==> config.mk <==
export PLATFORM = sky130hd
export DESIGN_NAME = mult_share_arbiter
export DESIGN_NICKNAME = d
export VERILOG_FILES = /design/src/rtl/mult_pkg.sv /design/src/rtl/mult_engine_sa.sv /design/src/rtl/mult_share_arbiter.sv
export SDC_FILE = /design/constraint.sdc
export NUM_CORES = 1
export LEC_CHECK = 0
export CAP_MARGIN = 20
export CORE_AREA = 2 2 71 73
export DETAILED_ROUTE_END_ITERATION = 10
export DIE_AREA = 0 0 73 75
export PLACE_DENSITY = 0.78
export SKIP_LAST_GASP = 1
export SLEW_MARGIN = 5
export SYNTH_ARGS = -nofsm -noshare
export SYNTH_HDL_FRONTEND = slang
export SYNTH_HIERARCHICAL = 1
export SYNTH_SLANG_ARGS = --single-unit
==> constraint.sdc <==
create_clock -name clk -period 5 [get_ports clk]
set_clock_uncertainty 0.15 [all_clocks]
set_input_delay 1.5 -clock clk [delete_from_list [all_inputs] [get_ports clk]]
set_output_delay 1.5 -clock clk [all_outputs]
set_load 0.005 [all_outputs]
==> src/rtl/mult_pkg.sv <==
// Shared types and helpers for the shared sequential multiplier arbiter.
package mult_pkg;

  typedef enum logic [1:0] {
    IDLE = 2'd0,
    RUN  = 2'd1,
    RESP = 2'd2
  } state_e;

  localparam int DEFAULT_WIDTH = 4;
  localparam int MAX_REQ       = 8;

  // Onehot of the first set bit at or after ptr, wrapping modulo n.
  function automatic logic [MAX_REQ-1:0] rr_onehot(input logic [MAX_REQ-1:0] valid,
                                                   input logic [2:0]         ptr,
                                                   input int                 n);
    logic [MAX_REQ-1:0] oh;
    logic               found;
    logic [2:0]         idx;
    oh    = '0;
    found = 1'b0;
    for (int k = 0; k < MAX_REQ; k++) begin
      idx = 3'((int'(ptr) + k) % n);
      if (k < n && !found && valid[idx]) begin
        oh[idx] = 1'b1;
        found   = 1'b1;
      end
    end
    return oh;
  endfunction

endpackage

==> src/rtl/mult_engine_sa.sv <==
// Shift-add unsigned multiplier: loads on start, done pulses in the WIDTH-th cycle
// with the product presented combinationally from the final iteration.
module mult_engine_sa
  import mult_pkg::*;
#(
  parameter int WIDTH = DEFAULT_WIDTH
) (
  input  logic               clk,
  input  logic               rst_n,
  input  logic               start,
  input  logic [WIDTH-1:0]   a,
  input  logic [WIDTH-1:0]   b,
  output logic               done,
  output logic [2*WIDTH-1:0] product
);

  localparam int CNT_W = $clog2(WIDTH + 1);

  logic [2*WIDTH:0] acc_q;
  logic [2*WIDTH:0] acc_d;
  logic [WIDTH-1:0] a_q;
  logic [CNT_W-1:0] cnt_q;
  logic             run_q;
  logic [WIDTH:0]   upper;

  // Upper half carries one extra bit so the add never overflows before the shift.
  always_comb begin
    upper   = {1'b0, acc_q[2*WIDTH-1:WIDTH]} + (acc_q[0] ? {1'b0, a_q} : '0);
    acc_d   = {upper, acc_q[WIDTH-1:0]} >> 1;
    done    = run_q && (cnt_q == CNT_W'(WIDTH - 1));
    product = acc_d[2*WIDTH-1:0];
  end

  always_ff @(posedge clk or negedge rst_n) begin
    if (!rst_n) begin
      acc_q <= '0;
      a_q   <= '0;
      cnt_q <= '0;
      run_q <= 1'b0;
    end else if (start) begin
      acc_q <= {{(WIDTH+1){1'b0}}, b};
      a_q   <= a;
      cnt_q <= '0;
      run_q <= 1'b1;
    end else if (run_q) begin
      acc_q <= acc_d;
      cnt_q <= cnt_q + 1'b1;
      if (done) run_q <= 1'b0;
    end
  end

endmodule

==> src/rtl/mult_share_arbiter.sv <==
// Round-robin front end sharing one mult_engine_sa among NUM_REQ requesters,
// with a single tagged, backpressured response channel.
module mult_share_arbiter
  import mult_pkg::*;
#(
  parameter int NUM_REQ = 4,
  parameter int WIDTH   = DEFAULT_WIDTH,
  localparam int ID_W   = $clog2(NUM_REQ)
) (
  input  logic                     clk,
  input  logic                     rst_n,
  input  logic [NUM_REQ-1:0]       req_valid,
  output logic [NUM_REQ-1:0]       req_ready,
  input  logic [NUM_REQ*WIDTH-1:0] req_a,
  input  logic [NUM_REQ*WIDTH-1:0] req_b,
  output logic                     rsp_valid,
  input  logic                     rsp_ready,
  output logic [ID_W-1:0]          rsp_id,
  output logic [2*WIDTH-1:0]       rsp_product,
  output logic                     busy
);

  state_e             state_q, state_d;
  logic [ID_W-1:0]    rr_ptr_q;
  logic [ID_W-1:0]    id_q;
  logic [ID_W-1:0]    rsp_id_q;
  logic [2*WIDTH-1:0] rsp_product_q;

  logic [MAX_REQ-1:0] valid_ext;
  logic [MAX_REQ-1:0] grant_full;
  logic [NUM_REQ-1:0] grant_oh;
  logic [ID_W-1:0]    grant_id;
  logic [ID_W-1:0]    grant_next;
  logic               handshake;
  logic               eng_done;
  logic [2*WIDTH-1:0] eng_product;

  logic [WIDTH-1:0] a_arr [NUM_REQ];
  logic [WIDTH-1:0] b_arr [NUM_REQ];

  for (genvar gi = 0; gi < NUM_REQ; gi++) begin : g_unpack
    assign a_arr[gi] = req_a[gi*WIDTH +: WIDTH];
    assign b_arr[gi] = req_b[gi*WIDTH +: WIDTH];
  end

  always_comb begin
    valid_ext                = '0;
    valid_ext[NUM_REQ-1:0]   = req_valid;
    grant_full               = rr_onehot(valid_ext, 3'(rr_ptr_q), NUM_REQ);
    grant_oh                 = grant_full[NUM_REQ-1:0];
    grant_id                 = '0;
    for (int i = 0; i < NUM_REQ; i++) begin
      if (grant_oh[i]) grant_id = ID_W'(i);
    end
    grant_next = (grant_id == ID_W'(NUM_REQ - 1)) ? '0 : grant_id + 1'b1;
    // Gate with rst_n so nothing is offered while reset is held.
    handshake  = (state_q == IDLE) && rst_n && (|grant_oh);
  end

  mult_engine_sa #(.WIDTH(WIDTH)) u_engine (
    .clk     (clk),
    .rst_n   (rst_n),
    .start   (handshake),
    .a       (a_arr[grant_id]),
    .b       (b_arr[grant_id]),
    .done    (eng_done),
    .product (eng_product)
  );

  always_ff @(posedge clk or negedge rst_n) begin
    if (!rst_n) begin
      state_q       <= IDLE;
      rr_ptr_q      <= '0;
      id_q          <= '0;
      rsp_id_q      <= '0;
      rsp_product_q <= '0;
    end else begin
      state_q <= state_d;
      if (handshake) begin
        id_q     <= grant_id;
        rr_ptr_q <= grant_next;
      end
      if (state_q == RUN && eng_done) begin
        rsp_id_q      <= id_q;
        rsp_product_q <= eng_product;
      end
    end
  end

  always_comb begin
    state_d = state_q;
    case (state_q)
      IDLE:    if (handshake) state_d = RUN;
      RUN:     if (eng_done) state_d = RESP;
      RESP:    if (rsp_ready) state_d = IDLE;
      default: state_d = IDLE;
    endcase
  end

  always_comb begin
    req_ready   = ((state_q == IDLE) && rst_n) ? grant_oh : '0;
    rsp_valid   = (state_q == RESP);
    busy        = (state_q == RUN) || (state_q == RESP);
    rsp_id      = rsp_id_q;
    rsp_product = rsp_product_q;
  end

endmodule

Word-level counts from Yosys, hierarchy flattened:

Cells that the tools add are included.
W data, S select, Z words.

* $add $sub $neg: 6
* magnitude comparators: 9
* equal/unequal tests: 7
* muxes and demuxes: 46
* bitwise logic cells: 7
* reduce and logical (&&, ||, !) cells: 22

Operator list (count)
* $mux W4: 10
* $bmux W4 S2: 2
* $mux W8: 2
* $mux W1: 15
* $lt A3 B4 Y1 const B: 3
* $mux W2: 6
* $or A4 B4 Y4: 3
* $logic_and A1 B1 Y1: 11
* $bmux W1 S3: 3
* $demux W1 S3: 3
* $ge A3 B1 Y1 const B: 3
* $mux W3: 2
* $pmux W2 S3: 1
* $reduce_or A2 Y1: 3
* $add A4 B4 Y5: 1
* $add A2 B1 Y2 const B: 2
* $add A2 B2 Y2 const B: 2
* $eq A2 B2 Y1 const B: 2
* $lt A2 B4 Y1 const B: 1
* $ne A2 B2 Y1 const B: 2
* $reduce_or A4 Y1: 1
* $add A3 B1 Y3 const B: 1
* $and A1 B1 Y1 const A: 3
* $eq A3 B2 Y1 const B: 1
* other kinds (12): 14

* flip-flop bits (word level): 32
* bits of input ports: 39
* word-level logic and storage cells: 106

Depth between registers and ports, before layout:

* depth in word-level cells: 21
* depth in mapped cells: 13

By module:

The synthesis kept the hierarchy.

By module, submodules not included
* mult_share_arbiter: instances 1, cells each 144, area an instance 1377.6 um^2
* mult_engine_sa: instances 1, cells each 80, area an instance 892.1 um^2

Least setup slack after synthesis:

Ideal clock, no wire load.

* path kind: input to output
* start: input req_valid[3]
* end: output req_ready[1]
* arrival: 2.919 ns
* data required time: 3.350 ns
* slack: 0.431 ns
* cell stages on the path: 6
* buffers on the path: 2
* path through: mux4_2 -> buf_2 -> a211oi_1 -> a211o_1 -> buf_2 -> nor2_1

* word-level cells in the longest chain between the ends: 13

RTL lines
* from (decl): RTL line mult_share_arbiter.sv:12 `input logic [NUM_REQ-1:0] req_valid,`
* $bmux W1 S2: RTL line mult_pkg.sv:24 `if (k < n && !found && valid[idx]) begin`
* $mux W1 (implied by the code): RTL line mult_pkg.sv:24
* $mux W1: RTL line mult_pkg.sv:24
* $logic_not A1 Y1: RTL line mult_pkg.sv:24
* $logic_and A1 B1 Y1: RTL line mult_pkg.sv:24
* $mux W1: RTL line mult_pkg.sv:24
* $logic_not A1 Y1: RTL line mult_pkg.sv:24
* $logic_and A1 B1 Y1: RTL line mult_pkg.sv:24
* $mux W1: RTL line mult_pkg.sv:24
* $logic_not A1 Y1: RTL line mult_pkg.sv:24
* $logic_and A1 B1 Y1: RTL line mult_pkg.sv:24
* $mux W4 (*): RTL line mult_pkg.sv:24
* $mux W4 (*): RTL line mult_share_arbiter.sv:101 `req_ready = ((state_q == IDLE) && rst_n) ? grant_oh : '0;`
* to (decl): RTL line mult_share_arbiter.sv:13 `output logic [NUM_REQ-1:0] req_ready,`

Every way passes the cells marked *; elsewhere a longest branch is shown, timed or not. The select of a mux whose other input is x is not followed.

Worst setup path in the final report:

* start: input req_valid[1]
* end: output req_ready[1]

Same word-level chain as after synthesis.

==> impl_metrics.csv <==
group,metric,value,unit
outcome,outcome,"completed",
sta,hold_slack,359,ps
clock_tree,clock_sinks,32,
pwr,p_leak,1.43,nW
drt,wl_met2,2590,um
grt,grt_max_degree,37,
critical_path,cp_slowest_cell,"mux4_2",
grt,grt_pass1_wl,8600,um
synthesis,synth_common_cells,"dfrtp_1, mux2i_1, ha_1, nand2_1, inv_1",
synthesis,syn-cell-area,0.00227,mm^2
floorplanning,die_h,75,um
layout,synthToLayoutAreaGrowth,34.1,%
pwr,netSwitchingPower,0.916,mW
pwr,pwr-share-comb,0.653,
grt,antenna_found_initial,0,
clock_tree,hold_buffers,0,
clock_tree,cts_tree,"built",
synthesis,synth-simple-area-share,0.115,
drt,initialDrtViolationCount,136,
drt,drt-total-wl,5290,um
floorplanning,start_util,0.487,
sta,setup_tns,0,ps
synthesis,ys.warnings.count,6,
sta,slew_headroom,0.575,
place,gp_congestion,0.883,
critical_path,worstPathMaxFanout,5,
pwr,ir_worst_vdd,0.373,mV
sta,worst_slew_pin_slew,637,ps
worst_hold_path,min_from,"rsp_product[4]",
pwr,p_int,1.25,mW
critical_path,crit_path_frequent_cell,"dlygate4sd2_1",
pwr,switching_share,0.423,
critical_path,cp.required,3350,ps
sta,finalMaxSlewViolations,0,
critical_path,path_cells,"dlygate4sd2_1, mux4_2, buf_4, nand3b_1, a211o_1, nor2_1, dlygate4sd2_1",
pwr,power.density,712,mW/mm^2
synthesis,ys.flop_type,"dfrtp_1",
synthesis,synthAdderAreaFrac,0.103,
sta,hold_viol_final,0,
synthesis,synth_compound_gate_area_share,0.173,
pwr,pwr-share-seq,0.236,
critical_path,r2r_start,"rr_ptr_q[0]",
synthesis,synth_top_family_by_area,"multiplexers",
clock_tree,htreeDepth,2,
floorplanning,die_w,73,um
drt,top_layer,"met4",
pwr,power.total,2.17,mW
synthesis,synthMuxAreaShare,0.179,
synthesis,syn_area_per_cell,10.1,um^2
synthesis,yosys_register_bits,32,
synthesis,synth_edf_count,0,
layout,fin_cells,342,
place,hpwl,3850,um
synthesis,yosysUniqueCellTypes,44,
clock_tree,numCtsBuffers,5,
drt,wl_per_cell,15.5,um
drt,first_pass_iters,4,
floorplanning,core.rowCount,25,
synthesis,synth_top_cells_by_area,"dfrtp_1, ha_1, mux2i_1",
clock_tree,clk_path_buf_depth,2,
synthesis,syn_nets,281,
grt,overflow,0,
layout,final_nets,344,
clock_tree,cts_root_buf,"clkbuf_8",
layout,final_util,0.653,
drt,dr_total_vias,1951,
synthesis,seq_area_frac_synth,0.353,
layout,n_antenna_cell,0,
critical_path,critPathCaptureType,"primary output",
pwr,p_clk_frac,0.111,
drt,ant_nets,0,
worst_hold_path,hold_end,"rsp_product[4]",
drt,wirelength_met1,2370,um
drt,vias_per_cell,5.70,
sta,fin_crit_sh,0.978,
sta,min_period,4890,ps
sta,setup_viol,0,
grt,grt_pass1_vias,1911,
synthesis,async_reset_ff_frac,1.00,
layout,fin_area,0.00304,mm^2
clock_tree,clk_latency,280,ps
critical_path,startpoint_type,"input port",
floorplanning,io_pins,55,
synthesis,synth_top_area_share,0.353,
synthesis,synthCells,224,
floorplanning,die_area,0.00548,mm^2
critical_path,crit_arrival,3240,ps
clock_tree,clkTransAtPathRegs,70,ps
place,portBuffers,54,
floorplanning,core_region_area,0.00466,mm^2
place,post-place-ws,-355,ps
run,maxCapViolations,0,
worst_hold_path,hold_path_depth,1,
sta,layout_setup_ws,108,ps
critical_path,slowest_delay,500,ps
grt,track_usage,0.202,
place,dpl.cell_count,329,
critical_path,r2r-end,"u_engine/acc_q[6]",
synthesis,synth.most_common_cell,"dfrtp_1",
sta,grt_setup_unrepaired,"false",
layout,drive_above_1_share,0.167,
worst_hold_path,worstHoldPathType,"flip-flop to flip-flop",
synthesis,synth_xor_area_frac,0.0116,
drt,dr_wl_met3,296,um
drt,drcViolationCount,0,
synthesis,yosysTopAreaCell,"dfrtp_1",
place,place_area,0.00286,mm^2
sta,fmax,204,MHz
critical_path,reg2reg_setup_slack,1320,ps
critical_path,rr_worst_depth,13,
critical_path,critical_path_class,"input port to primary output",
[worst max path at each step]
| stage | startpoint | slack (ps) | end |
|---|---|---|---|
| after floorplan | req_valid[3] | 430 | req_ready[1] |
| after global placement | req_valid[0] | -280 | req_ready[2] |
| after detailed placement | req_valid[0] | -360 | req_ready[2] |
| after CTS | req_valid[1] | -50 | req_ready[2] |
| after global routing | req_valid[1] | 8 | req_ready[3] |
| final | req_valid[1] | 110 | req_ready[1] |
[cell usage in the layout, fill, tap and decap left out, drive strengths merged, types with 7 or more instances in the layout]
master         Yosys  layout
mux2i             18      18
o22ai             11      11
and2               7       7
buf                9      15
nand2             15      15
ha                17      17
nor2              13      13
o21ai             10      10
dfrtp             32      32
a21oi             13      13
mux2              12      12
inv               14      14
clkdlybuf4s50      0      46
[power by group through the flow]
stage	Clock, mW	Combinational [mW]	Sequential (mW)
after detailed placement	0	1.35	0.515
final	0.241	1.41	0.512
after CTS	0.245	1.37	0.513
after floorplan	0	1.02	0.455
after global placement	0	1.32	0.506
after global routing	0.255	1.56	0.532
[flip-flops by register name, summed over array words and instances, names as in the netlist]
name / cells
id_q: 2
rr_ptr_q: 2
rsp_id: 2
rsp_product: 8
state_q: 2
u_engine/a_q: 4
u_engine/acc_q: 8
u_engine/cnt_q: 3
u_engine/run_q: 1
[area by class of cell]
type / instances / area (um^2)
multi-input cells: 165 / 1360
clock inverters: 2 / 35.0
flip-flops and latches: 32 / 801
repair buffers: 69 / 654
well taps: 54 / 67.6
clock buffers: 6 / 72.6
inverters: 14 / 52.6
fillers: 369 / 1620
[critical path, delay by kind of cell]
kind | cells | cell delay [ps]
buffers and inverters | 3 | 680
AO/OA/AOI/OAI | 1 | 320
multiplexers | 1 | 500
AND/OR/NAND/NOR | 2 | 240
[cells by family after synthesis]
logic type	Yosys count
buf+inv	28
fa+ha+maj	18
compound gates	58
simple gates	51
xor+xnor	3
flops	32
mux	34
[per-layer routing]
layer  vias to the layer above  track usage
met5                         -            0
met4                         0       0.0576
met3                         4       0.0361
met2                        64        0.348
met1                       940        0.261
li1                        943            -
[repair_timing]
action | in CTS | in global routing
pin swaps | 1 | 1
endpoints found under the setup margin | 4 | 1
setup buffers | 1 | 3
gates resized for setup | 15 | 2
gates cloned | 1 | 0
(Power assumes the default switching activity.)
